### config.mk
export PLATFORM = sky130hd
export DESIGN_NAME = rem3_sched_flat
export DESIGN_NICKNAME = d
export VERILOG_FILES = /design/src/rtl/rem3_sched_pkg.sv /design/src/rtl/rem3_sched_if.sv /design/src/rtl/rem3_step.sv /design/src/rtl/rem3_sched.sv /design/src/flat_wrapper.sv
export SDC_FILE = /design/constraint.sdc
export NUM_CORES = 1
export LEC_CHECK = 0
export ABC_AREA = 0
export BUFFER_PORTS_ARGS = -buffer_cell sky130_fd_sc_hd__buf_2
export CAP_MARGIN = 40
export CORE_UTILIZATION = 55
export CTS_CLUSTER_SIZE = 40
export DETAILED_ROUTE_END_ITERATION = 10
export MAX_ROUTING_LAYER = met4
export PLACE_DENSITY_LB_ADDON = 0.15
export SLEW_MARGIN = 20
export SYNTH_ARGS = -nofsm -noshare
export SYNTH_HDL_FRONTEND = slang
export SYNTH_SLANG_ARGS = --single-unit
### constraint.sdc
create_clock -name clk -period 2.7 [get_ports clk]
set_input_delay 0.135 -clock clk [delete_from_list [all_inputs] [get_ports clk]]
set_output_delay 0.135 -clock clk [all_outputs]
set_load 0.1 [all_outputs]
### src/rtl/rem3_sched_pkg.sv
// Shared definitions for the serial mod-3 residue blocks: residue codes,
// scheduler state encoding and the single-bit residue update.
package rem_pkg;

    localparam logic [1:0] R0 = 2'b00;
    localparam logic [1:0] R1 = 2'b01;
    localparam logic [1:0] R2 = 2'b10;

    typedef enum logic [1:0] {
        IDLE  = 2'b00,
        SHIFT = 2'b01,
        DONE  = 2'b10
    } state_e;

    // Appending one bit MSB-first doubles the value, so next = (2*r + b) mod 3.
    // The unused code 2'b11 falls back to R0.
    function automatic logic [1:0] mod3_next(input logic [1:0] residue, input logic b);
        logic [1:0] nxt;
        case (residue)
            R0:      nxt = b ? R1 : R0;
            R1:      nxt = b ? R0 : R2;
            R2:      nxt = b ? R2 : R1;
            default: nxt = R0;
        endcase
        return nxt;
    endfunction

endpackage

### src/rtl/rem3_sched_if.sv
// Request/result bundle of the mod-3 scheduler; the slave side is the scheduler.
interface rem3_sched_if #(parameter int WIDTH = 8);

    logic [1:0]       req_valid;
    logic [WIDTH-1:0] req_data0;
    logic [WIDTH-1:0] req_data1;
    logic [1:0]       req_ready;
    logic             res_valid;
    logic             res_ready;
    logic             res_id;
    logic [1:0]       res_rem;
    logic             res_div;
    logic             busy;

    modport master (
        output req_valid, req_data0, req_data1, res_ready,
        input  req_ready, res_valid, res_id, res_rem, res_div, busy
    );

    modport slave (
        input  req_valid, req_data0, req_data1, res_ready,
        output req_ready, res_valid, res_id, res_rem, res_div, busy
    );

endinterface

### src/rtl/rem3_step.sv
// Registered serial mod-3 residue engine; one bit per enabled clock, clear wins.
module rem3_step
    import rem_pkg::*;
(
    input  logic       clk,
    input  logic       rst,
    input  logic       clr,
    input  logic       en,
    input  logic       x,
    output logic [1:0] residue
);

    logic [1:0] r_residue;

    always_ff @(posedge clk or posedge rst) begin
        if (rst) begin
            r_residue <= R0;
        end else if (clr) begin
            r_residue <= R0;
        end else if (en) begin
            r_residue <= mod3_next(r_residue, x);
        end
    end

    assign residue = r_residue;

endmodule

### src/rtl/rem3_sched.sv
// Two-requester round-robin front end that feeds words MSB-first through a
// shared serial mod-3 engine and returns remainder, divisibility and owner.
module rem3_sched
    import rem_pkg::*;
#(
    parameter int WIDTH = 8
) (
    input  logic          clk,
    input  logic          rst,
    rem3_sched_if.slave   bus
);

    localparam int CNTW = $clog2(WIDTH + 1);

    localparam logic [1:0] ST_IDLE  = 2'(IDLE);
    localparam logic [1:0] ST_SHIFT = 2'(SHIFT);
    localparam logic [1:0] ST_DONE  = 2'(DONE);

    logic [1:0]       r_state;
    logic [WIDTH-1:0] r_shift;
    logic [CNTW-1:0]  r_cnt;
    logic             r_last_grant;
    logic             r_res_id;
    logic [1:0]       r_res_rem;
    logic             r_res_div;

    logic [1:0]       w_grant;
    logic             w_accept;
    logic             w_last_bit;
    logic [1:0]       w_residue;
    logic [1:0]       w_final_res;

    // Grant is only offered in IDLE; on a tie the requester not served last wins.
    always_comb begin
        w_grant = 2'b00;
        if (r_state == ST_IDLE) begin
            case (bus.req_valid)
                2'b01:   w_grant = 2'b01;
                2'b10:   w_grant = 2'b10;
                2'b11:   w_grant = r_last_grant ? 2'b01 : 2'b10;
                default: w_grant = 2'b00;
            endcase
        end
    end

    assign w_accept    = |(bus.req_valid & w_grant);
    assign w_last_bit  = (r_cnt == CNTW'(1));
    assign w_final_res = mod3_next(w_residue, r_shift[WIDTH-1]);

    rem3_step u_step (
        .clk     (clk),
        .rst     (rst),
        .clr     (w_accept),
        .en      (r_state == ST_SHIFT),
        .x       (r_shift[WIDTH-1]),
        .residue (w_residue)
    );

    always_ff @(posedge clk or posedge rst) begin
        if (rst) begin
            r_state      <= ST_IDLE;
            r_shift      <= '0;
            r_cnt        <= '0;
            r_last_grant <= 1'b1;
            r_res_id     <= 1'b0;
            r_res_rem    <= R0;
            r_res_div    <= 1'b0;
        end else begin
            case (r_state)
                ST_IDLE: begin
                    if (w_accept) begin
                        r_shift      <= w_grant[1] ? bus.req_data1 : bus.req_data0;
                        r_cnt        <= CNTW'(WIDTH);
                        r_res_id     <= w_grant[1];
                        r_last_grant <= w_grant[1];
                        r_state      <= ST_SHIFT;
                    end
                end
                ST_SHIFT: begin
                    r_shift <= r_shift << 1;
                    r_cnt   <= r_cnt - CNTW'(1);
                    // Result registers only move here so they hold outside DONE.
                    if (w_last_bit) begin
                        r_res_rem <= w_final_res;
                        r_res_div <= (w_final_res == R0);
                        r_state   <= ST_DONE;
                    end
                end
                ST_DONE: begin
                    if (bus.res_ready) begin
                        r_state <= ST_IDLE;
                    end
                end
                default: r_state <= ST_IDLE;
            endcase
        end
    end

    assign bus.req_ready = w_grant;
    assign bus.res_valid = (r_state == ST_DONE);
    assign bus.res_id    = r_res_id;
    assign bus.res_rem   = r_res_rem;
    assign bus.res_div   = r_res_div;
    assign bus.busy      = (r_state != ST_IDLE);

endmodule

### src/flat_wrapper.sv
// flat-port wrapper written by rule: the top's interface ports become plain ports
module rem3_sched_flat import rem_pkg::*;
#(
    parameter int WIDTH = 8
)
  (clk, rst, bus_req_valid, bus_req_data0, bus_req_data1, bus_res_ready, bus_req_ready, bus_res_valid, bus_res_id, bus_res_rem, bus_res_div, bus_busy);
  rem3_sched_if #(.WIDTH(WIDTH)) bus_i ();
  input  logic clk;
  input  logic rst;
  input wire logic [$bits(bus_i.req_valid)-1:0] bus_req_valid;
  input wire logic [$bits(bus_i.req_data0)-1:0] bus_req_data0;
  input wire logic [$bits(bus_i.req_data1)-1:0] bus_req_data1;
  input wire logic [$bits(bus_i.res_ready)-1:0] bus_res_ready;
  output wire logic [$bits(bus_i.req_ready)-1:0] bus_req_ready;
  output wire logic [$bits(bus_i.res_valid)-1:0] bus_res_valid;
  output wire logic [$bits(bus_i.res_id)-1:0] bus_res_id;
  output wire logic [$bits(bus_i.res_rem)-1:0] bus_res_rem;
  output wire logic [$bits(bus_i.res_div)-1:0] bus_res_div;
  output wire logic [$bits(bus_i.busy)-1:0] bus_busy;
  assign bus_i.req_valid = bus_req_valid;
  assign bus_i.req_data0 = bus_req_data0;
  assign bus_i.req_data1 = bus_req_data1;
  assign bus_i.res_ready = bus_res_ready;
  assign bus_req_ready = bus_i.req_ready;
  assign bus_res_valid = bus_i.res_valid;
  assign bus_res_id = bus_i.res_id;
  assign bus_res_rem = bus_i.res_rem;
  assign bus_res_div = bus_i.res_div;
  assign bus_busy = bus_i.busy;
  rem3_sched #(.WIDTH(WIDTH)) u_core (.clk(clk), .rst(rst), .bus(bus_i));
endmodule
=== Word-level counts from Yosys, hierarchy flattened ===
Cells that the tools add are included.

* Multiplexer cells: 18
* Bitwise operators: 1
* Reduce and logical (&&, ||, !) cells: 11
* Equality and inequality tests: 11
* Add/sub/neg operators: 1

{| class="wikitable"
|+ Operator list
! cell !! number
|-
| 2-to-1 mux 2 bit || 9
|-
| case mux 2 bit (3 select lines) || 3
|-
| 2-to-1 mux 8 bit || 2
|-
| case mux 8 bit (2 select lines) || 1
|-
| equality test 2 bit (second input constant) || 4
|-
| case mux 4 bit (2 select lines) || 1
|-
| equality test 2 x 1 -> 1 bit (second input constant) || 3
|-
| zero test 2 bit || 3
|-
| AND reduction 2 bit || 3
|-
| nonzero test 2 bit || 3
|-
| equality test 4 x 1 -> 1 bit (second input constant) || 1
|-
| 2-to-1 mux 4 bit || 1
|-
| != test 2 bit (second input constant) || 2
|-
| subtractor 4 x 1 -> 4 bit (second input constant) || 1
|-
| AND reduction 3 bit || 1
|-
| AND 2 bit || 1
|-
| != test 2 x 1 -> 1 bit (second input constant) || 1
|-
| OR reduction 2 bit || 1
|-
| 2-to-1 mux 1 bit || 1
|}

* Output and inout bits: 8
* Flip-flop bits (word level): 21
* Word-level logic and storage cells: 50

=== Longest topological paths before layout ===
* Word-level depth: 7
* Mapped depth: 5
* Mapped depth without buffers: 5

=== By module ===
From an unflattened synthesis, not the netlist that was laid out.

* Cell total of the unflattened synthesis: 108
* Area, all modules: 1112.3 sq um

{| class="wikitable"
|+ Modules (own cells, without submodules)
! module !! area each (sq um) !! cells each !! times used
|-
| rem3_sched || 1004.7 || 96 || 1
|-
| rem3_step || 107.6 || 12 || 1
|}

=== Worst setup path before layout ===
OpenSTA, ideal clock, no wires.

* Kind: reg-to-output
* Start point: register u_core.r_state[0]
* End point: output bus_req_ready[0]
* Setup slack: 346 ps
* Cell stages (with the launch flop): 4
* Arrival: 2219 ps
* Cell sequence: dfrtp_1 > nor2_2 > nand2_1 > a21oi_1

* Longest elaborated chain between the ends: 2

{| class="wikitable"
|+ Ends and longest elaborated chain
! item !! RTL line !! RTL
|-
| from (decl) || rem3_sched.sv:19 || <nowiki>logic [1:0] r_state;</nowiki>
|-
| from (signal assigned) || rem3_sched.sv:61 || <nowiki>r_state <= ST_IDLE;</nowiki>
|-
| from (signal assigned) || rem3_sched.sv:76 || <nowiki>r_state <= ST_SHIFT;</nowiki>
|-
| from (signal assigned) || rem3_sched.sv:86 || <nowiki>r_state <= ST_DONE;</nowiki>
|-
| zero test 2 bit || rem3_sched.sv:36 || <nowiki>if (r_state == ST_IDLE) begin</nowiki>
|-
| 2-to-1 mux 2 bit || rem3_sched.sv:36 ||
|-
| to (decl) || flat_wrapper.sv:14 || <nowiki>output wire logic [$bits(bus_i.req_ready)-1:0] bus_req_ready;</nowiki>
|}

Every way passes these cells.

=== Final worst setup path ===
* Start point: register u_core.r_state[1]
* End point: output bus_req_ready[1]

The elaborated chain is that of the path after synthesis.

==> out/qor.txt <==
initial antenna violation count -> 0
hold endpoint -> u_core.r_state[1]
setup tns final -> 0 ns
CTS buffer count -> 3
largest net degree at the start of global routing -> 22
Place WS -> 1.16 ns
crit-path cells -> nor2_2 > and2_2 > buf_2
global-route wire length before repair -> 3.24 mm
core area -> 1960 um^2
die span in x -> 47.7 um
final net count -> 160
RD Place Congestion -> 0.804
Worst R2R Setup Slack -> 1.26 ns
Max-slew headroom -> 68.0%
final antenna-violating net count -> 0
Max Root-Sink Buffers -> 2
worst path required time -> 2.57 ns
Port-buffer cells -> 28
Startpoint Class -> flop
Tcrit/Tclk final -> 69.7%
critical path class -> flop to output port
peak supply drop -> 0.802 mV
Adder-Cell Fraction of Synth Area -> 2.18%
largest stage delay on the critical path -> 0.51 ns
Hold Crit Class -> input port to flop
nature of the critical path endpoint -> output port
synthesized cell area -> 1150 um^2
clk sinks -> 21
hold path start -> bus_res_ready
Seq pwr share -> 36.5%
CTS tree -> built
multiplexer area fraction after synthesis -> 13.2%
main combinational cell family by area after synthesis -> compound AO/OA/AOI/OAI gates
Post-DP HPWL -> 1.57 mm
slowest cell on the critical path -> dfrtp_1
Worst R2R Path Depth -> 3
syn_area_per_cell -> 10.9 um^2
Final Core Density -> 68.6%
hold path cells -> 2
area grow syn2layout -> 17.2%
final-report hold violation count -> 0
Post-CTS Resized -> 0
DRC Markers -> 0
Max Cap Violations -> 0
Initial Utilization -> 58.5%
Arr. time, crit path -> 1.75 ns
complex-gate fraction of the synthesized area -> 17.4%
total power draw -> 1570 uW
clock root buffer -> clkbuf_4
Reg-to-Reg End -> u_core.r_cnt[3]
highest achievable clock rate -> 531 MHz
initial drt markers -> 6
num ports -> 29
Die Y -> 47.7 um
final setup fails -> 0
Fillers -> 184
vias in the first global route -> 815
xor and xnor fraction of the mapped netlist area -> 1.53%
Synth cell types -> 39
static leakage power -> 0.000683 uW
Mapped Cells -> 105
Vias -> 886
Post-synth ARST share -> 100%
clock skew -> 0.00285 ns
final period demand of the worst path -> 1.88 ns
Slew Viols, Final -> 0
Clk pwr share -> 9.6%
die area -> 2280 um^2
combinational share of power -> 53.8%
proportion of layout cells with a drive suffix above 1 -> 38.2%
worst r2r src -> u_core.r_state[1]
P_int -> 805 uW
synthesized flop and latch total -> 21
EDFF count, synth -> 0
top_reg_cell synth -> dfrtp_1
most frequent cells in the layout -> buf_2 (28), dfrtp_1 (20), mux2i_1 (11), inv_1 (10), o21ai_0 (9)
slew of the pin with the lowest slew margin -> 0.483 ns
clk slew on worst S/H paths -> 0.12 ns
switching pwr -> 769 uW
Syn. warnings -> 0
worst-skew pair later-pin latency -> 0.30 ns
Via density -> 5.44
Simple-Gate Fraction of Synth Area -> 13.7%
Synth Net Count -> 128
total gr overflow -> 0
critical path fanouts, max -> 13
GRT Total Usage -> 21.1%
total iterations of the first detailed-routing run -> 4
RSZ-0062 raised after global routing -> false
pwr dens -> 1170 nW/um^2
commonest non-fill, non-tap cell in the layout -> buf_2
ant diodes -> 0
# H-tree levels -> 1
sequential area share after synthesis -> 45.9%
final wirelength -> 2.03 mm
row count -> 16
status -> complete, no violations
drt wl/cell -> 12.4 um
Switching Share -> 48.9%
worst setup margin -> 0.817 ns
-- sequential cells by signal, indices dropped and copies added (netlist names) --
| name | cells |
|---|---|
| u_core.r_state | 2 |
| u_core.bus.res_id | 1 |
| u_core.bus.res_div | 1 |
| u_core.r_last_grant | 1 |
| u_core.r_shift | 8 |
| u_core.bus.res_rem | 2 |
| u_core.u_step.residue | 2 |
| u_core.r_cnt | 4 |
-- metrics by stage --
stage / instances / hold WS, ns / instance area [um^2]
after floorplan: 105 / 0.111 / 1150
after global placement: 157 / 0.320 / 1300
after detailed placement: 157 / 0.331 / 1300
after CTS: 162 / 0.0207 / 1340
after global routing: 163 / 0.0334 / 1350
final: 163 / 0.0149 / 1350
-- kinds of logic (layout without fill, tap and decap cells) --
| kind of cell | count (synthesis) | count (layout) |
|---|---|---|
| AO/OA/AOI/OAI | 28 | 28 |
| XOR/XNOR | 2 | 2 |
| adder cells (fa/ha/maj) | 2 | 2 |
| buffers and inverters | 14 | 45 |
| flip-flops | 21 | 21 |
| multiplexers | 14 | 14 |
| AND/OR/NAND/NOR | 24 | 24 |
-- how the worst max path moves through the flow --
stage	start	to	cells after the start
2_1_floorplan	u_core.r_state[0]	bus_req_ready[0]	3
3_3_place_gp	u_core.r_state[1]	bus_req_ready[1]	3
3_5_place_dp	u_core.r_state[1]	bus_req_ready[0]	4
4_1_cts	u_core.r_state[1]	bus_req_ready[0]	4
5_1_grt	u_core.r_state[1]	bus_req_ready[0]	4
6_report	u_core.r_state[1]	bus_req_ready[1]	3
-- synthesized netlist by cell type, types with 2 or more instances --
cell type	number	area, um^2
a21oi_1	5	25.0
buf_2	2	10.0
buf_6	2	22.5
dfrtp_1	20	500
ha_1	2	25.0
inv_1	10	37.5
mux2_4	2	30.0
mux2i_1	11	110
nand2_1	6	22.5
nor2_1	4	15.0
o21ai_0	9	45.0
o221ai_1	5	43.8
-- critical path, delay by kind of cell (launching register included) --
kind          cells  cell delay (ns)
buf+inv           1             0.42
flops             1             0.51
simple gates      2             0.50
-- power by group through the flow --
stage / Combinational [uW] / Sequential (uW) / Clock (uW)
3_5_place_dp: 854 / 582 / 0
5_1_grt: 924 / 592 / 166
3_3_place_gp: 836 / 575 / 0
2_1_floorplan: 573 / 724 / 0
6_report: 848 / 575 / 151
4_1_cts: 857 / 577 / 156
-- final cells by class --
class	count	area (um^2)	area share (%)
Sequential cell	21	527	39.1
Timing Repair Buffer	31	169	12.5
Inverter	10	37.5	2.79
Clock buffer	3	22.5	1.67
Clock inverter	1	5.00	0.372
Tap cell	27	33.8	2.51
Multi-Input combinational cell	70	552	41.0
-- layer usage --
layer / GRT usage, % / up-vias / wire length [um]
met5: - / - / 0
met4: 5.00 / 0 / 18
met3: 3.40 / 2 / 76
met2: 38.4 / 20 / 1070
met1: 24.0 / 425 / 862
li1: - / 439 / -
-- repair_timing --
action / in CTS / in global routing
endpoints found under the hold margin: 16 / 0
setup buffers: 0 / 0
hold buffers: 1 / 0
Note: power is estimated with default switching activity, not from simulation.
